[src/rtl/fcb_pkg.sv]
// fcb_pkg: shared types and constants for frame_commit_buffer (state enum, word width, default depth).
package fcb_pkg;
    localparam int WORD_W    = 32;
    localparam int DEPTH_DEF = 64;
    typedef enum logic [1:0] {IDLE, RECV, OVF} state_t;
endpackage

[src/rtl/frame_commit_buffer_if.sv]
// frame_commit_buffer_if: bus bundle for frame_commit_buffer.
// Ports: axiiv/axiid word input, fcs_done/fcs_kill frame verdict, instr_ready downstream accept,
// instr/instr_valid committed head word, overflow/commit_count/drop_count statistics.
// slave = buffer side, master = environment side.
interface frame_commit_buffer_if;
    import fcb_pkg::*;
    logic              axiiv;
    logic [WORD_W-1:0] axiid;
    logic              fcs_done;
    logic              fcs_kill;
    logic              instr_ready;
    logic [WORD_W-1:0] instr;
    logic              instr_valid;
    logic              overflow;
    logic [7:0]        commit_count;
    logic [7:0]        drop_count;
    modport slave (
        input  axiiv, axiid, fcs_done, fcs_kill, instr_ready,
        output instr, instr_valid, overflow, commit_count, drop_count
    );
    modport master (
        output axiiv, axiid, fcs_done, fcs_kill, instr_ready,
        input  instr, instr_valid, overflow, commit_count, drop_count
    );
endinterface

[src/rtl/fcb_ram.sv]
// fcb_ram: word storage, one synchronous write port and one asynchronous read port, contents not reset.
// Ports: clk_50mhz clock; we/waddr/wdata write; raddr/rdata combinational read.
module fcb_ram import fcb_pkg::*; #(
    parameter int AW = 6
) (
    input  logic              clk_50mhz,
    input  logic              we,
    input  logic [AW-1:0]     waddr,
    input  logic [WORD_W-1:0] wdata,
    input  logic [AW-1:0]     raddr,
    output logic [WORD_W-1:0] rdata
);
    logic [WORD_W-1:0] mem [0:(1<<AW)-1];
    always_ff @(posedge clk_50mhz)
        if (we) mem[waddr] <= wdata;
    assign rdata = mem[raddr];
endmodule

[src/rtl/frame_commit_buffer.sv]
// frame_commit_buffer: speculative frame buffer; words become readable only once the frame's checksum passes.
// Ports: clk_50mhz clock, rst sync active-high reset, bus (frame_commit_buffer_if.slave) carrying
// word input, checksum verdict, FWFT read side and statistics.
// Macro FCB_STATS_EN: when defined, overflow/commit_count/drop_count are live; otherwise tied to 0.
module frame_commit_buffer import fcb_pkg::*; #(
    parameter int DEPTH = DEPTH_DEF
) (
    input logic                  clk_50mhz,
    input logic                  rst,
    frame_commit_buffer_if.slave bus
);
    localparam int AW = $clog2(DEPTH);
    localparam int PW = AW + 1;
    state_t state, state_n;
    logic [PW-1:0] rd, wr_commit, wr_spec, rd_n, wr_commit_n, wr_spec_n;
    logic [WORD_W-1:0] rdata;
    logic done_q, edge_hit, full, wr_en, ovf_hit, in_frame, commit, drop;
    assign edge_hit = bus.fcs_done & ~done_q;
    assign full     = (wr_spec - rd) == PW'(DEPTH);
    assign ovf_hit  = bus.axiiv & full & (state != OVF);
    assign wr_en    = bus.axiiv & ~full & (state != OVF);
    // a word arriving in IDLE opens a frame in that same cycle, so an edge alongside it resolves it
    assign in_frame = (state == RECV) | ((state == IDLE) & bus.axiiv);
    assign commit   = edge_hit & in_frame & ~ovf_hit & ~bus.fcs_kill;
    assign drop     = edge_hit & ((state == OVF) | ovf_hit | (in_frame & bus.fcs_kill));
    always_comb begin
        rd_n        = rd + PW'(bus.instr_valid & bus.instr_ready);
        wr_spec_n   = drop ? wr_commit : wr_spec + PW'(wr_en);
        wr_commit_n = commit ? wr_spec + PW'(wr_en) : wr_commit;
        state_n     = (commit | drop) ? IDLE : ovf_hit ? OVF : in_frame ? RECV : state;
    end
    always_ff @(posedge clk_50mhz) begin
        if (rst) begin
            state     <= IDLE;
            rd        <= '0;
            wr_commit <= '0;
            wr_spec   <= '0;
            done_q    <= 1'b0;
        end else begin
            state     <= state_n;
            rd        <= rd_n;
            wr_commit <= wr_commit_n;
            wr_spec   <= wr_spec_n;
            done_q    <= bus.fcs_done;
        end
    end
    fcb_ram #(.AW(AW)) u_ram (
        .clk_50mhz (clk_50mhz),
        .we        (wr_en & ~rst),
        .waddr     (wr_spec[AW-1:0]),
        .wdata     (bus.axiid),
        .raddr     (rd[AW-1:0]),
        .rdata     (rdata)
    );
    assign bus.instr_valid = rd != wr_commit;
    assign bus.instr       = bus.instr_valid ? rdata : '0;
`ifdef FCB_STATS_EN
    logic       ovf_q;
    logic [7:0] cc, dc;
    always_ff @(posedge clk_50mhz) begin
        if (rst) begin
            ovf_q <= 1'b0;
            cc    <= '0;
            dc    <= '0;
        end else begin
            if (ovf_hit) ovf_q <= 1'b1;
            if (commit && cc != 8'hff) cc <= cc + 8'd1;
            if (drop && dc != 8'hff) dc <= dc + 8'd1;
        end
    end
    assign bus.overflow     = ovf_q;
    assign bus.commit_count = cc;
    assign bus.drop_count   = dc;
`else
    assign bus.overflow     = 1'b0;
    assign bus.commit_count = '0;
    assign bus.drop_count   = '0;
`endif
endmodule
[src/flat_wrapper.sv]
// flat-port wrapper written by rule: the top's interface ports become plain ports
module frame_commit_buffer_flat import fcb_pkg::*;
#(
    parameter int DEPTH = DEPTH_DEF
)
  (clk_50mhz, rst, bus_axiiv, bus_axiid, bus_fcs_done, bus_fcs_kill, bus_instr_ready, bus_instr, bus_instr_valid, bus_overflow, bus_commit_count, bus_drop_count);
  frame_commit_buffer_if bus_i ();
  input logic clk_50mhz;
  input logic rst;
  input wire logic [$bits(bus_i.axiiv)-1:0] bus_axiiv;
  input wire logic [$bits(bus_i.axiid)-1:0] bus_axiid;
  input wire logic [$bits(bus_i.fcs_done)-1:0] bus_fcs_done;
  input wire logic [$bits(bus_i.fcs_kill)-1:0] bus_fcs_kill;
  input wire logic [$bits(bus_i.instr_ready)-1:0] bus_instr_ready;
  output wire logic [$bits(bus_i.instr)-1:0] bus_instr;
  output wire logic [$bits(bus_i.instr_valid)-1:0] bus_instr_valid;
  output wire logic [$bits(bus_i.overflow)-1:0] bus_overflow;
  output wire logic [$bits(bus_i.commit_count)-1:0] bus_commit_count;
  output wire logic [$bits(bus_i.drop_count)-1:0] bus_drop_count;
  assign bus_i.axiiv = bus_axiiv;
  assign bus_i.axiid = bus_axiid;
  assign bus_i.fcs_done = bus_fcs_done;
  assign bus_i.fcs_kill = bus_fcs_kill;
  assign bus_i.instr_ready = bus_instr_ready;
  assign bus_instr = bus_i.instr;
  assign bus_instr_valid = bus_i.instr_valid;
  assign bus_overflow = bus_i.overflow;
  assign bus_commit_count = bus_i.commit_count;
  assign bus_drop_count = bus_i.drop_count;
  frame_commit_buffer #(.DEPTH(DEPTH)) u_core (.clk_50mhz(clk_50mhz), .rst(rst), .bus(bus_i));
endmodule
[config.mk]
export PLATFORM = sky130hd
export DESIGN_NAME = frame_commit_buffer_flat
export DESIGN_NICKNAME = d
export VERILOG_FILES = /design/src/rtl/fcb_pkg.sv /design/src/rtl/frame_commit_buffer_if.sv /design/src/rtl/fcb_ram.sv /design/src/rtl/frame_commit_buffer.sv /design/src/flat_wrapper.sv
export SDC_FILE = /design/constraint.sdc
export NUM_CORES = 2
export LEC_CHECK = 0
export ABC_AREA = 1
export CORE_AREA = 2 2 381 383
export CTS_CLUSTER_DIAMETER = 30
export CTS_CLUSTER_SIZE = 30
export DETAILED_ROUTE_END_ITERATION = 10
export DIE_AREA = 0 0 383 385
export PLACE_DENSITY = 0.75
export SETUP_SLACK_MARGIN = 0.5
export SLEW_MARGIN = 20
export SYNTH_ARGS = -nofsm -noshare
export SYNTH_HDL_FRONTEND = slang
export SYNTH_HIERARCHICAL = 1
export SYNTH_SLANG_ARGS = --single-unit
export TNS_END_PERCENT = 5
[constraint.sdc]
create_clock -name clk_50mhz -period 6.4 [get_ports clk_50mhz]
set_input_delay 1.28 -clock clk_50mhz [delete_from_list [all_inputs] [get_ports clk_50mhz]]
set_output_delay 1.28 -clock clk_50mhz [all_outputs]
set_load 0.01 [all_outputs]
## Word level (Yosys, flattened, before mapping)

Memories as Yosys holds them, arrays and structs flattened. A register that Yosys moved wholly into a read port is not among the register bits.
Index checks and enable logic that the tools add are counted.

- Output and inout bits: 50
- Memories kept: 1
- Flip-flop bits (word level): 24
- Memory bits (writable): 2,048

Memories:

| name | words | width | rd ports | clocked after Yosys merged registers in | wr ports | RTL line | RTL |
|---|---|---|---|---|---|---|---|
| u_core.u_ram.mem | 64 | 32 | 1 | 1 | 1 | fcb_ram.sv:13 | `logic [WORD_W-1:0] mem [0:(1<<AW)-1];` |

- Bitwise operators: 22
- Equal/unequal tests: 5
- Add/sub/neg operators: 3
- Reductions and logical operators: 4
- Muxes and demuxes: 7

Operators with widths:

| kind | count |
|---|---|
| $mux W32 | 1 |
| $and A1 B1 Y1 | 13 |
| $add A7 B1 Y7 | 1 |
| $add A7 B7 Y7 | 1 |
| $eq A7 B7 Y1 const B | 1 |
| $mux W7 | 1 |
| $ne A7 B7 Y1 | 1 |
| $sub A7 B7 Y7 | 1 |
| $mux W6 | 1 |
| $not A1 Y1 | 5 |
| $mux W2 | 2 |
| $or A1 B1 Y1 | 4 |
| $reduce_or A3 Y1 | 1 |
| $eq A2 B1 Y1 const B | 1 |
| $eq A2 B2 Y1 const B | 1 |
| $logic_not A2 Y1 | 1 |
| $mux W1 | 2 |
| $ne A2 B2 Y1 const B | 1 |
| $reduce_bool A2 Y1 | 1 |
| $reduce_or A2 Y1 | 1 |

## Longest topological paths before layout

- Word-level depth: 9
- Gate-level depth with buffers: 19
- Depth with buffers taken out: 19

## By module

Netlist, hierarchy kept.

By module, submodules not included:

| module | area each (sq um) | cells an instance | instances |
|---|---|---|---|
| fcb_ram | 82,097.5 | 6,737 | 1 |
| frame_commit_buffer | 2,019.4 | 317 | 1 |

## Worst setup path after synthesis

Ideal clock, no wire load.

- Path kind: input port to flip-flop
- From: in bus_axiiv
- To: mem u_core.u_ram.mem[48][0], enable pin
- Path buffers: 1
- Stages: 7
- Data required time: 5,898 ps
- Setup slack: 506 ps
- Data arrival time: 5,392 ps
- Library setup time: 502 ps
- Cells stage by stage: inv_1 -> nor2_1 -> inv_1 -> nor3_1 -> clkbuf_1 -> nand4_1 -> nor4_1

- Word-level cells in the longest chain between the ends: 5

Ends and longest elaborated chain:

| item | RTL line | RTL |
|---|---|---|
| start, declared | flat_wrapper.sv:10 | `input wire logic [$bits(bus_i.axiiv)-1:0] bus_axiiv;` |
| $and A1 B1 Y1 (2 in a row) | frame_commit_buffer.sv:21 | `assign wr_en = bus.axiiv & ~full & (state != OVF);` |
| $and A1 B1 Y1 | frame_commit_buffer.sv:49 | `.we (wr_en & ~rst),` |
| $mux W1 | fcb_ram.sv:15 | `if (we) mem[waddr] <= wdata;` |
| $mux W1 (implied by the code) | fcb_ram.sv:15 |  |
| end, declared | fcb_ram.sv:13 |  |

Every way passes these cells.

## Worst setup path in the final report

- From: reg u_core.rd[3]
- To: out bus_instr[21]

- Word-level cells in the longest chain between the ends: 2

Ends and longest elaborated chain:

| item | RTL line | RTL |
|---|---|---|
| start, declared | frame_commit_buffer.sv:15 | `logic [PW-1:0] rd, wr_commit, wr_spec, rd_n, wr_commit_n, wr_spec_n;` |
| start signal, assigned | frame_commit_buffer.sv:41 | `rd <= rd_n;` |
| $ne A7 B7 Y1 | frame_commit_buffer.sv:55 | `assign bus.instr_valid = rd != wr_commit;` |
| $mux W32 | frame_commit_buffer.sv:56 | `assign bus.instr = bus.instr_valid ? rdata : '0;` |
| end, declared | flat_wrapper.sv:15 | `output wire logic [$bits(bus_i.instr)-1:0] bus_instr;` |

Every way passes these cells.

==> flow_metrics.py <==
metrics = {
    "timing": {
        "setup_tns_ns": 0,
        "fmax_mhz": 168,
        "slew_headroom": 0.253,
        "setup_slack_ns": 0.432,
        "period_minus_slack_ns": 5.97,
        "slew_violations": 0,
        "tightest_slew_ns": 1.12,
        "setup-violations-final": 0,
        "hold_viol_final": 0,
        "rsz0062_at_grt": "true",
        "skew_ns": 0.0660,
        "fin_crit_sh": 0.933,
    },
    "placement": {
        "place_inst": 8753,
        "portBuffers": 70,
        "placed_cell_area_um2": 86900,
        "place.gp.congestion": 0.876,
        "place_ws_ns": 1.48,
        "dpl.hpwl_mm": 116,
    },
    "route": {
        "antenna_left": 0,
        "via_per_inst": 6.21,
        "routed_wl_mm": 228,
        "drt-initial-drc-count": 8923,
        "first_pass_iters": 8,
        "drcViolationCount": 0,
        "wl_per_cell_um": 24.3,
        "vias": 58300,
    },
    "die": {
        "coreArea_um2": 143000,
        "die-height_um": 385,
        "dieArea_um2": 147000,
        "rows": 139,
        "initial_core_util": 0.588,
        "die_width_um": 383,
        "ios": 88,
    },
    "critical_path": {
        "crit_top_cell": "nand2_1",
        "critPathRequiredTime_ns": 5.12,
        "worstSetupPathType": "flip-flop to output port",
        "start_kind": "flip-flop",
        "end_kind": "output port",
        "max_stage_delay_ns": 0.78,
        "slowest_stage": "dfxtp_4",
        "cp_max_fo": 74,
        "path_cells": "inv_6 > buf_4 > nand3_1 > nand3_1 > nand2_1 > nand2_1 > nand2_1 > inv_1 > nor2_1 > clkdlybuf4s50_1",
        "arrival_ns": 4.69,
    },
    "power": {
        "leakagePower_uw": 0.0354,
        "ir_drop_mv": 0.343,
        "p_per_area_nw_per_um2": 422,
        "power_uw": 41800,
    },
    "clock_network": {
        "cts_root_buf": "clkbuf_16",
        "cts_max_path_buffers": 4,
        "cts_buffers": 359,
        "clkLatencyLatePin_ns": 0.94,
        "clock_sinks": 2072,
        "path_clk_slew_ns": 0.05,
        "cts_tree": "yes",
        "htree_levels": 5,
    },
    "final_layout": {
        "fin_cells": 9395,
        "multi_input_area_um2": 19900,
        "fillers": 9049,
        "final_area_um2": 99000,
        "register_area_um2": 62000,
        "syn_to_final_growth_pct": 17.7,
        "nets": 7264,
        "drive_gt1_frac": 0.120,
    },
    "synthesis": {
        "synth_edf_count": 2048,
        "synthesis.area_um2": 84100,
        "synth_seq_area_share": 0.737,
        "ys_async_sr_fraction": 0,
        "syn_avg_cell_area_um2": 11.9,
        "synthCells": 7054,
        "synthFlopType": "edfxtp_1",
        "synth_seq_cells": 2072,
        "yosys_warnings": 6,
        "ys_types": 37,
    },
    "global_route": {
        "grt_pass1_wl_mm": 340,
        "grt_max_degree": 173,
        "grt_pass1_vias": 57500,
        "antenna_found_initial": 5,
        "track_usage": 0.305,
        "grt.overflow.total": 0,
    },
    "run": {
        "maxCapViolCount": 0,
    },
    "run_status": {
        "status": "completed",
    },
    "worst_hold_path": {
        "worstHoldPathType": "flip-flop to flip-flop",
    },
}
## worst paths after layout
path	slack (ns)	endpoint	startpoint	cells past startpoint
max reg2reg	1.69	u_core/u_ram/mem[43][13]$_DFFE_PP_	u_core/rd[5]$_SDFF_PP0_	13
max	0.43	bus_instr[21]	u_core/rd[3]$_SDFF_PP0_	10
min	0.48	u_core/wr_commit[4]$_SDFFE_PP0P_	u_core/wr_commit[4]$_SDFFE_PP0P_	2
min reg2reg	0.48	u_core/wr_commit[4]$_SDFFE_PP0P_	u_core/wr_commit[4]$_SDFFE_PP0P_	2
## metrics by stage
step	hold WS (ns)	util
2_1_floorplan	0.454	-
3_3_place_gp	0.470	0.607
3_5_place_dp	0.471	0.607
4_1_cts	0.478	0.691
5_1_grt	0.515	0.692
6_report	0.485	0.692
## critical path, delay by kind of cell (launching register included)
family,cells,cell delay (ns)
buffers and inverters,4,1.65
flip-flops,1,0.78
AND/OR/NAND/NOR,6,1.28
## where the power goes
part	total (uW)	switching, uW	internal, uW	leakage (uW)
logic	7670	5520	2150	0.0110
clock network	18900	6520	12400	0.00580
registers	15300	145	15100	0.0186
total	41800	12200	29600	0.0354
## routing by layer
| metal | track usage | part of all wire |
|---|---|---|
| met1 | 0.404 | 0.36 |
| met2 | 0.484 | 0.47 |
| met3 | 0.0747 | 0.13 |
| met4 | 0.136 | 0.043 |
| met5 | 0 | 0.000039 |
## cell usage in the layout (no fill, tap or decap), types with 6 or more instances in the layout
master	netlist	layout
a21oi_1	11	11
buf_4	62	160
a21oi_2	9	9
nor2_4	1	57
clkdlybuf4s50_1	0	38
clkinvlp_4	0	34
xor2_1	7	7
buf_2	285	25
clkinv_4	0	37
clkinv_2	0	51
inv_1	82	80
inv_6	0	38
nor4_2	0	8
clkbuf_1	79	26
clkbuf_16	0	366
ha_1	10	10
edfxtp_1	2048	2048
nor2_2	6	6
buf_12	1	27
nand4_1	11	11
nand2_1	2290	2290
nand3_1	1925	1925
nor2_1	115	59
bufinv_16	0	48
dfxtp_1	24	18
conb_1	1	17
clkinv_1	0	35
## Yosys cell counts (2+ instances only)
library cell	instances	area share
a21oi_1	11	0.00065
a21oi_2	9	0.00094
buf_1	40	0.0018
buf_2	285	0.017
buf_4	62	0.0055
buf_6	3	0.00040
buf_8	2	0.00036
clkbuf_1	79	0.0035
dfxtp_1	24	0.0057
edfxtp_1	2048	0.73
ha_1	10	0.0015
inv_1	82	0.0037
inv_2	6	0.00027
nand2_1	2290	0.10
nand2_2	2	0.00015
nand3_1	1925	0.11
nand3_2	4	0.00048
nand3_4	2	0.00042
nand4_1	11	0.00082
nor2_1	115	0.0051
nor2_2	6	0.00045
nor3_1	5	0.00030
nor4_1	9	0.00067
o21ai_0	4	0.00024
xnor2_1	2	0.00021
xor2_1	7	0.00073
## what timing repair did
item,in CTS,in global routing
hold buffers,0,0
buffers inserted,0,2
cloned,0,2
gates resized for setup,0,4
endpoints found under the setup margin,5,28
endpoints found under the hold margin,0,0
## layout make-up
type	count	share of cell area
antenna	2	0.0000505
timing repair inverter	1	0.000114
inverter	89	0.00384
multi-input combinational	4436	0.201
timing repair buffer	257	0.0240
clock buffer	391	0.0932
sequential	2072	0.626
tap	1903	0.0240
clock inverter	244	0.0278
## state kept, by name, indices dropped and copies added (netlist names)
signal and cells:
u_core/u_ram/mem 2048, u_core/rd 7, u_core/wr_commit 7, u_core/wr_spec 7, u_core/state 2, u_core/done_q 1
## cell families (layout without fill, tap and decap cells)
family,count (synthesis),after routing,synth area share
buffers and inverters,562,982,0.0329
flip-flops,2072,2072,0.737
other,1,19,0.0000446
AND/OR/NAND/NOR,4374,4374,0.226
AO/OA/AOI/OAI,26,26,0.00196
XOR/XNOR,9,9,0.000937
adder cells (fa/ha/maj),10,10,0.00149
Power figures use the tool's default switching activity.
